## src/rtl/alu_pipe_n_bit.sv

```systemverilog
// alu_pipe_n_bit: two-stage WIDTH-bit ALU built from 4-bit lookahead groups with a second-level group lookahead,
// valid/ready handshakes on both sides and zero/negative/overflow/carry status flags.
module alu_pipe_n_bit #(
  parameter int WIDTH = 16
) (
  input  logic             clk,
  input  logic             rst_n,
  input  logic             in_valid,
  output logic             in_ready,
  input  logic [WIDTH-1:0] a,
  input  logic [WIDTH-1:0] b,
  input  logic             c_in,
  input  logic [2:0]       alu_op,
  output logic             out_valid,
  input  logic             out_ready,
  output logic [WIDTH-1:0] result,
  output logic             c_out,
  output logic             zero,
  output logic             negative,
  output logic             overflow
);
  localparam int NG = WIDTH / 4;
  localparam logic [2:0] OP_AND  = 3'b000;
  localparam logic [2:0] OP_OR   = 3'b001;
  localparam logic [2:0] OP_ADD  = 3'b010;
  localparam logic [2:0] OP_XOR  = 3'b011;
  localparam logic [2:0] OP_NOR  = 3'b100;
  localparam logic [2:0] OP_SUB  = 3'b101;
  localparam logic [2:0] OP_SLT  = 3'b110;
  logic             s1_valid, ld2, in_fire, sub_op, c_eff;
  logic [WIDTH-1:0] b_eff, p_in, g_in;
  logic [NG-1:0]    gp_in, gg_in;
  logic [WIDTH-1:0] s1_a, s1_b, s1_p, s1_g;
  logic [NG-1:0]    s1_gp, s1_gg;
  logic             s1_c;
  logic [2:0]       s1_op;
  logic [NG:0]      gc;
  logic [WIDTH:0]   cy;
  logic             acc, term, ovf, slt_bit, arith;
  logic [WIDTH-1:0] sum, res_d;
  assign ld2      = !out_valid || out_ready;
  assign in_ready = !s1_valid || ld2;
  assign in_fire  = in_valid && in_ready;
  assign sub_op   = alu_op == OP_SUB || alu_op == OP_SLT;
  assign b_eff    = sub_op ? ~b : b;
  assign c_eff    = sub_op || (alu_op == OP_ADD && c_in);
  assign p_in     = a | b_eff;
  assign g_in     = a & b_eff;
  always_comb begin
    gp_in = '0;
    gg_in = '0;
    for (int k = 0; k < NG; k++) begin
      gp_in[k] = &p_in[4*k +: 4];
      gg_in[k] = g_in[4*k+3] | (p_in[4*k+3] & g_in[4*k+2]) | (&p_in[4*k+2 +: 2] & g_in[4*k+1]) |
                 (&p_in[4*k+1 +: 3] & g_in[4*k]);
    end
  end
  always_ff @(posedge clk) begin
    if (!rst_n) s1_valid <= 1'b0;
    else if (in_fire) s1_valid <= 1'b1;
    else if (ld2) s1_valid <= 1'b0;
    if (in_fire) begin
      s1_a  <= a;
      s1_b  <= b_eff;
      s1_c  <= c_eff;
      s1_op <= alu_op;
      s1_p  <= p_in;
      s1_g  <= g_in;
      s1_gp <= gp_in;
      s1_gg <= gg_in;
    end
  end
  // Both levels are flat sum-of-products: carry = cin & P[0..n-1] | OR_j G[j] & P[j+1..n-1]
  always_comb begin
    gc   = '0;
    cy   = '0;
    acc  = 1'b0;
    term = 1'b0;
    for (int k = 0; k <= NG; k++) begin
      acc = s1_c;
      for (int j = 0; j < k; j++) acc = acc & s1_gp[j];
      for (int j = 0; j < k; j++) begin
        term = s1_gg[j];
        for (int m = j + 1; m < k; m++) term = term & s1_gp[m];
        acc = acc | term;
      end
      gc[k] = acc;
    end
    for (int k = 0; k < NG; k++) begin
      for (int i = 0; i < 4; i++) begin
        acc = gc[k];
        for (int j = 0; j < i; j++) acc = acc & s1_p[4*k+j];
        for (int j = 0; j < i; j++) begin
          term = s1_g[4*k+j];
          for (int m = j + 1; m < i; m++) term = term & s1_p[4*k+m];
          acc = acc | term;
        end
        cy[4*k+i] = acc;
      end
    end
    cy[WIDTH] = gc[NG];
  end
  assign sum     = s1_a ^ s1_b ^ cy[WIDTH-1:0];
  assign ovf     = cy[WIDTH-1] ^ cy[WIDTH];
  assign slt_bit = sum[WIDTH-1] ^ ovf;
  assign arith   = s1_op == OP_ADD || s1_op == OP_SUB || s1_op == OP_SLT;
  assign res_d   = s1_op == OP_AND ? s1_g :
                   s1_op == OP_OR  ? s1_p :
                   s1_op == OP_XOR ? s1_a ^ s1_b :
                   s1_op == OP_NOR ? ~s1_p :
                   s1_op == OP_SLT ? {{(WIDTH-1){1'b0}}, slt_bit} :
                   arith           ? sum : s1_b;
  always_ff @(posedge clk) begin
    if (!rst_n) begin
      out_valid <= 1'b0;
      result    <= '0;
      c_out     <= 1'b0;
      zero      <= 1'b0;
      negative  <= 1'b0;
      overflow  <= 1'b0;
    end else if (ld2) begin
      out_valid <= s1_valid;
      if (s1_valid) begin
        result   <= res_d;
        c_out    <= arith && cy[WIDTH];
        zero     <= res_d == '0;
        negative <= res_d[WIDTH-1];
        overflow <= (s1_op == OP_ADD || s1_op == OP_SUB) && ovf;
      end
    end
  end
endmodule

```

## config.mk

```make
export PLATFORM = sky130hd
export DESIGN_NAME = alu_pipe_n_bit
export DESIGN_NICKNAME = d
export VERILOG_FILES = /design/src/rtl/alu_pipe_n_bit.sv
export SDC_FILE = /design/constraint.sdc
export NUM_CORES = 1
export LEC_CHECK = 0
export CAP_MARGIN = 20
export CELL_PAD_IN_SITES_DETAIL_PLACEMENT = 0
export CELL_PAD_IN_SITES_GLOBAL_PLACEMENT = 1
export CORE_UTILIZATION = 45
export CTS_CLUSTER_DIAMETER = 50
export CTS_CLUSTER_SIZE = 25
export DETAILED_ROUTE_END_ITERATION = 8
export PLACE_DENSITY = 0.92
export SLEW_MARGIN = 40
export SYNTH_ARGS = -nofsm -noshare
export SYNTH_HDL_FRONTEND = slang
export SYNTH_SLANG_ARGS = --single-unit
```

## constraint.sdc

```tcl
create_clock -name clk -period 6.1 [get_ports clk]
set_input_delay 1.83 -clock clk [delete_from_list [all_inputs] [get_ports clk]]
set_output_delay 1.83 -clock clk [all_outputs]
set_load 0.005 [all_outputs]
```

==> results of run 1 <==
-- synthesized netlist by cell type, types with 10 or more instances --
cell type / instances / area (µm²)
and2_1: 22 / 138
a211oi_1: 12 / 90.1
xor2_1: 10 / 87.6
or2_2: 14 / 87.6
nand2_1: 38 / 143
xnor2_1: 42 / 368
a21oi_1: 40 / 200
edfxtp_1: 76 / 2280
nor2b_1: 10 / 62.6
dfxtp_1: 21 / 420
nor3_1: 13 / 65.1
nor2_1: 41 / 154
o21ai_0: 23 / 115
-- per-stage QoR --
| stage | cells | hold slack (ps) | util | cell area, µm² |
|---|---|---|---|---|
| final | 716 | 457 | 0.553 | 6390 |
| after CTS | 716 | 461 | 0.553 | 6390 |
| after global routing | 716 | 480 | 0.553 | 6390 |
| after global placement | 700 | 442 | 0.524 | 6050 |
| after floorplan | 517 | 448 | - | 5390 |
| after detailed placement | 700 | 452 | 0.524 | 6060 |
-- cell families after synthesis --
kind of cell	count (synthesis)	share of synthesized area
xor gates and xnor gates	52	0.0846
DFF	97	0.502
adders and majority gates	3	0.00558
muxes	9	0.0179
AOI/OAI and AO/OA	144	0.185
buffers and inverters	35	0.0360
and+or+nand+nor	177	0.169
-- layer usage --
metal,GRT usage,routed length (µm),up-vias
met5,0,0,-
met4,0.0757,208,0
met3,0.0484,807,18
met2,0.349,5980,155
met1,0.257,5270,1942
li1,-,-,2007
-- flip-flops by register name, indices dropped and copies added, names as in the netlist, 3 cells and up --
name and flops:
result 16, s1_a 16, s1_b 16, s1_g 16, s1_p 16, s1_gg 4
s1_gp 4, s1_op 3
-- worst min-delay path by stage --
stage | depth (start not counted) | slack [ps] | to | start
after floorplan | 2 | 450 | c_out$_SDFFE_PN0P_ | c_out$_SDFFE_PN0P_
after global placement | 2 | 440 | result[9]$_SDFFE_PN0P_ | result[9]$_SDFFE_PN0P_
after detailed placement | 2 | 450 | c_out$_SDFFE_PN0P_ | c_out$_SDFFE_PN0P_
after CTS | 2 | 460 | result[8]$_SDFFE_PN0P_ | result[8]$_SDFFE_PN0P_
after global routing | 2 | 480 | c_out$_SDFFE_PN0P_ | c_out$_SDFFE_PN0P_
final | 2 | 460 | result[8]$_SDFFE_PN0P_ | result[8]$_SDFFE_PN0P_
-- where the power goes --
group          total [µW]  switching, µW  internal [µW]
Combinational         331            175            156
Clock                 629            228            401
Sequential            822           44.2            777
Total                1780            448           1330
-- critical path: stages --
cell and delay (ps):
clkdlybuf4s50_1 400, nor2b_1 270, nand2_1 120, clkdlybuf4s50_1 450
-- layout make-up --
type	count	area, µm²
fillers	1035	5170
flip-flops and latches	97	2700
multi-input cells	385	2490
repair buffers	66	652
clock buffers	13	240
well taps	143	179
clock inverters	3	90.1
inverters	9	33.8
==> results.json, run 1 <==
{
  "grt_pass1_wl_um": 19900,
  "fin_skew_ps": 7.17,
  "netlist-cell-type-count": 72,
  "dp_hpwl_um": 8610,
  "cp-endpoint": "in_ready",
  "yosys_register_bits": 97,
  "fmax_mhz": 204,
  "initialDrtViolationCount": 398,
  "arrival_ps": 3070,
  "hold_buffers": 0,
  "setup_viol": 0,
  "drive_above_1_share": 0.0890,
  "routed_wl_um": 12300,
  "antennaDiodeCount": 0,
  "power_density_mw_per_mm2": 279,
  "slew_viol_final": 0,
  "reg2reg_depth": 9,
  "yosysSeqAreaShare": 0.502,
  "r2r_setup_slack_ps": 3180,
  "num_vias": 4122,
  "die_width_um": 111,
  "dp_slack_ps": 1170,
  "grtUsageTotal": 0.206,
  "path_class": "primary input to primary output",
  "violations": "DRC",
  "via_per_inst": 5.76,
  "ant_nets": 0,
  "status": "finished with violations",
  "clk_latency_ps": 340,
  "rows": 39,
  "netlist_instances": 517,
  "worst_pin_slew_ps": 787,
  "cts-root-buf": "clkbuf_16",
  "syn_area_per_cell_um2": 10.4,
  "clk_pin_slew_ps": 60,
  "setup_slack_ps": 1200,
  "layout.nets": 608,
  "cp-startpoint": "out_ready",
  "grt_pass1_vias": 4020,
  "clockBufferDepth": 2,
  "antenna_found_initial": 0,
  "p_total_uw": 1780,
  "cp_data_required_time_ps": 4270,
  "postCtsSetupRepairBufs": 0,
  "maxCapViolCount": 0,
  "reg2reg_to": "zero$_SDFFE_PN0P_",
  "relSlewSlack": 0.474,
  "timing.final.hold_violations": 0,
  "start_util": 0.466,
  "core_area_mm2": 0.0116,
  "final_common_cell": "edfxtp_1",
  "cts_buffers": 9,
  "cts_tree": "built",
  "end_kind": "primary output",
  "fp.dieH_um": 111,
  "rsz0062_at_grt": "false",
  "area_delta_synth_final_pct": 18.7,
  "place_congestion": 0.859,
  "overflow": 0,
  "hold_class": "flip-flop to flip-flop",
  "cts_max_level": 3,
  "synth_flop_cell": "edfxtp_1",
  "crit_fanout": 5,
  "reg2reg_from": "s1_op[2]$_DFFE_PP_",
  "first_pass_iters": 7,
  "die-area_mm2": 0.0124,
  "ys_warn_count": 0,
  "cts_resized": 0,
  "period_share": 0.803,
  "period_needed_ps": 4900,
  "drc": 12,
  "grt_max_degree": 77,
  "p_leak_uw": 0.00218,
  "mostFrequentLayoutCells": "edfxtp_1, clkdlybuf4s50_1, xnor2_1",
  "synth_edf_count": 76,
  "finalSetupTns_ps": 0,
  "syn_nets": 557,
  "start_kind": "primary input",
  "async_flop_share": 0,
  "cts.sinks": 97,
  "vdd_drop_max_mv": 0.255,
  "port_buffers": 61,
  "syn-cell-area_mm2": 0.00539,
  "io_pins": 62,
  "post_drt_wl_per_cell_um": 17.1
}
Power figures use the tool's default switching activity.
==> run 2, diff against run 1 <==
--- a/config.mk
+++ b/config.mk
@@ -8,11 +8,11 @@
 export CAP_MARGIN = 20
 export CELL_PAD_IN_SITES_DETAIL_PLACEMENT = 0
 export CELL_PAD_IN_SITES_GLOBAL_PLACEMENT = 1
-export CORE_UTILIZATION = 45
+export CORE_UTILIZATION = 40
 export CTS_CLUSTER_DIAMETER = 50
 export CTS_CLUSTER_SIZE = 25
 export DETAILED_ROUTE_END_ITERATION = 8
-export PLACE_DENSITY = 0.92
+export PLACE_DENSITY = 0.87
 export SLEW_MARGIN = 40
 export SYNTH_ARGS = -nofsm -noshare
 export SYNTH_HDL_FRONTEND = slang
==> constraint.sdc (replaced) <==
create_clock -name clk -period 4.5 [get_ports clk]
set_input_delay 1.35 -clock clk [delete_from_list [all_inputs] [get_ports clk]]
set_output_delay 1.35 -clock clk [all_outputs]
set_load 0.005 [all_outputs]
==> run 2 against run 1 <==
Compared with the run above: the run now ends clean; combinational power up 37%; die area rose by 12%; sequential share of layout area is 0.43 points lower; flip-flop and latch count is the same; count of clock-buffer cells in the layout rose by 2; via count increased by 0.17%; cell count is 5.4% higher; clock power grew 22%; register-to-register slack got worse by 1500 ps; wire length up 0.52%; clock skew rose by 0.59 ps; power grew 31%; critical path type unchanged; highest routed layer unchanged.
==> results.json, run 2 (synthesized netlist as in run 1, its figures left out) <==
{
  "status": "finished clean",
  "grt_pass1_vias": 3921,
  "start_util": 0.408,
  "via_per_inst": 5.47,
  "clockBufferDepth": 2,
  "met1_usage": 0.234,
  "drc": 0,
  "antenna_found_initial": 0,
  "crit_fanout": 5,
  "cts_max_level": 3,
  "hold_class": "flip-flop to flip-flop",
  "grt_pass1_wl_um": 19900,
  "drive_above_1_share": 0.100,
  "layout.nets": 614,
  "cts_tree": "built",
  "final_common_cell": "edfxtp_1",
  "rows": 42,
  "dp_cells": 739,
  "finalSetupTns_ps": 0,
  "power_density_mw_per_mm2": 362,
  "grtUsageTotal": 0.183,
  "fin_util": 0.490,
  "io_pins": 62,
  "use_met2": 0.304,
  "port_buffers": 61,
  "slew_viol_final": 0,
  "cp_slowest_stage_delay_ps": 450,
  "end_kind": "primary output",
  "cts_buffers": 9,
  "post_drt_wl_per_cell_um": 16.3,
  "start_kind": "primary input",
  "final_area_mm2": 0.00646,
  "rsz0062_at_grt": "false",
  "cp_cell_sequence": "clkdlybuf4s50_1 > nor2b_1 > nand2_1 > clkdlybuf4s50_1",
  "crit_top_cell": "clkdlybuf4s50_1",
  "timing.final.hold_violations": 0,
  "hold_buffers": 0,
  "initialDrtViolationCount": 378,
  "relSlewSlack": 0.508,
  "setup_viol": 0,
  "arrival_ps": 2600,
  "cp_data_required_time_ps": 3150,
  "use_met3": 0.0373,
  "fmax_mhz": 253,
  "fp.dieH_um": 118,
  "period_share": 0.878,
  "placed_area_mm2": 0.00615,
  "top_usage_layer": "met2",
  "grt_max_degree": 77,
  "postCtsSetupRepairBufs": 0,
  "overflow": 0,
  "path_class": "primary input to primary output",
  "cpMaxStageDelayCell": "clkdlybuf4s50_1",
  "core_area_mm2": 0.0132,
  "vdd_drop_max_mv": 0.177,
  "multi_input_area_mm2": 0.00249,
  "area_delta_synth_final_pct": 19.9,
  "fin_skew_ps": 7.77,
  "ant_nets": 0,
  "cts.sinks": 97,
  "crit_buf_inv": 2,
  "p_leak_uw": 0.00221,
  "seq_area_mm2": 0.00270,
  "mostFrequentLayoutCells": "edfxtp_1, clkdlybuf4s50_1, xnor2_1",
  "place_congestion": 0.836,
  "routed_wl_um": 12300,
  "period_needed_ps": 3950,
  "die-area_mm2": 0.0139,
  "worst_pin_slew_ps": 736,
  "clk_pin_slew_ps": 70,
  "setup_slack_ps": 551,
  "fillers": 1176,
  "maxCapViolCount": 0,
  "dp_hpwl_um": 8860,
  "cts-root-buf": "clkbuf_16",
  "die_width_um": 118,
  "num_vias": 4129,
  "cts_resized": 0,
  "finalNonFillerCells": 755,
  "clk_latency_ps": 350,
  "path_delay_family": "buffers and inverters",
  "first_pass_iters": 5,
  "antennaDiodeCount": 0,
  "dp_slack_ps": 543
}
==> run 2: final cells by class <==
cell class	count	area share
multi-input cells	385	0.386
well taps	176	0.0341
clock buffers	15	0.0463
inverters	9	0.00523
clock inverters	1	0.000775
flip-flops and latches	97	0.418
repair buffers	72	0.109
==> run 2: per-layer routing <==
metal  up-vias  routed length [µm]
met4         0                 192
li1       2019                   -
met5         -                   0
met3        16                 757
met1      1938                5410
met2       156                5970
==> run 2: worst paths after layout <==
path | start | endpoint | slack, ps | cells after the start
hold / removal | c_out$_SDFFE_PN0P_ | c_out$_SDFFE_PN0P_ | 450 | 2
setup / recovery | out_ready | in_ready | 550 | 4
setup reg to reg | s1_op[1]$_DFFE_PP_ | zero$_SDFFE_PN0P_ | 1680 | 8
hold reg to reg | c_out$_SDFFE_PN0P_ | c_out$_SDFFE_PN0P_ | 450 | 2
==> run 2: where the power goes <==
part	switching, µW	internal, µW	leakage (µW)	total (µW)
logic	238	216	0.00115	454
clock network	315	453	0.000151	768
registers	62.0	1050	0.000909	1120
total	615	1720	0.00221	2340
==> run 2: through the flow <==
stage / power [µW] / hold WS, ps
3_3_place_gp: 1570 / 444
4_1_cts: 2350 / 455
2_1_floorplan: 1430 / 448
3_5_place_dp: 1590 / 447
5_1_grt: 2450 / 479
6_report: 2340 / 453
==> run 2: worst register-to-register path: cells and delay by family (launching register included) <==
family / cells / cell delay, ps
buffers and inverters: 1 / 380
flip-flops: 1 / 800
AND/OR/NAND/NOR: 4 / 590
AO/OA/AOI/OAI: 3 / 940
==> run 3, diff against run 2 <==
--- a/config.mk
+++ b/config.mk
@@ -5,7 +5,6 @@
 export SDC_FILE = /design/constraint.sdc
 export NUM_CORES = 1
 export LEC_CHECK = 0
-export CAP_MARGIN = 20
 export CELL_PAD_IN_SITES_DETAIL_PLACEMENT = 0
 export CELL_PAD_IN_SITES_GLOBAL_PLACEMENT = 1
 export CORE_UTILIZATION = 40
==> results of run 3 <==
The final DEF is identical to that of run 2; final timing and power are the same.
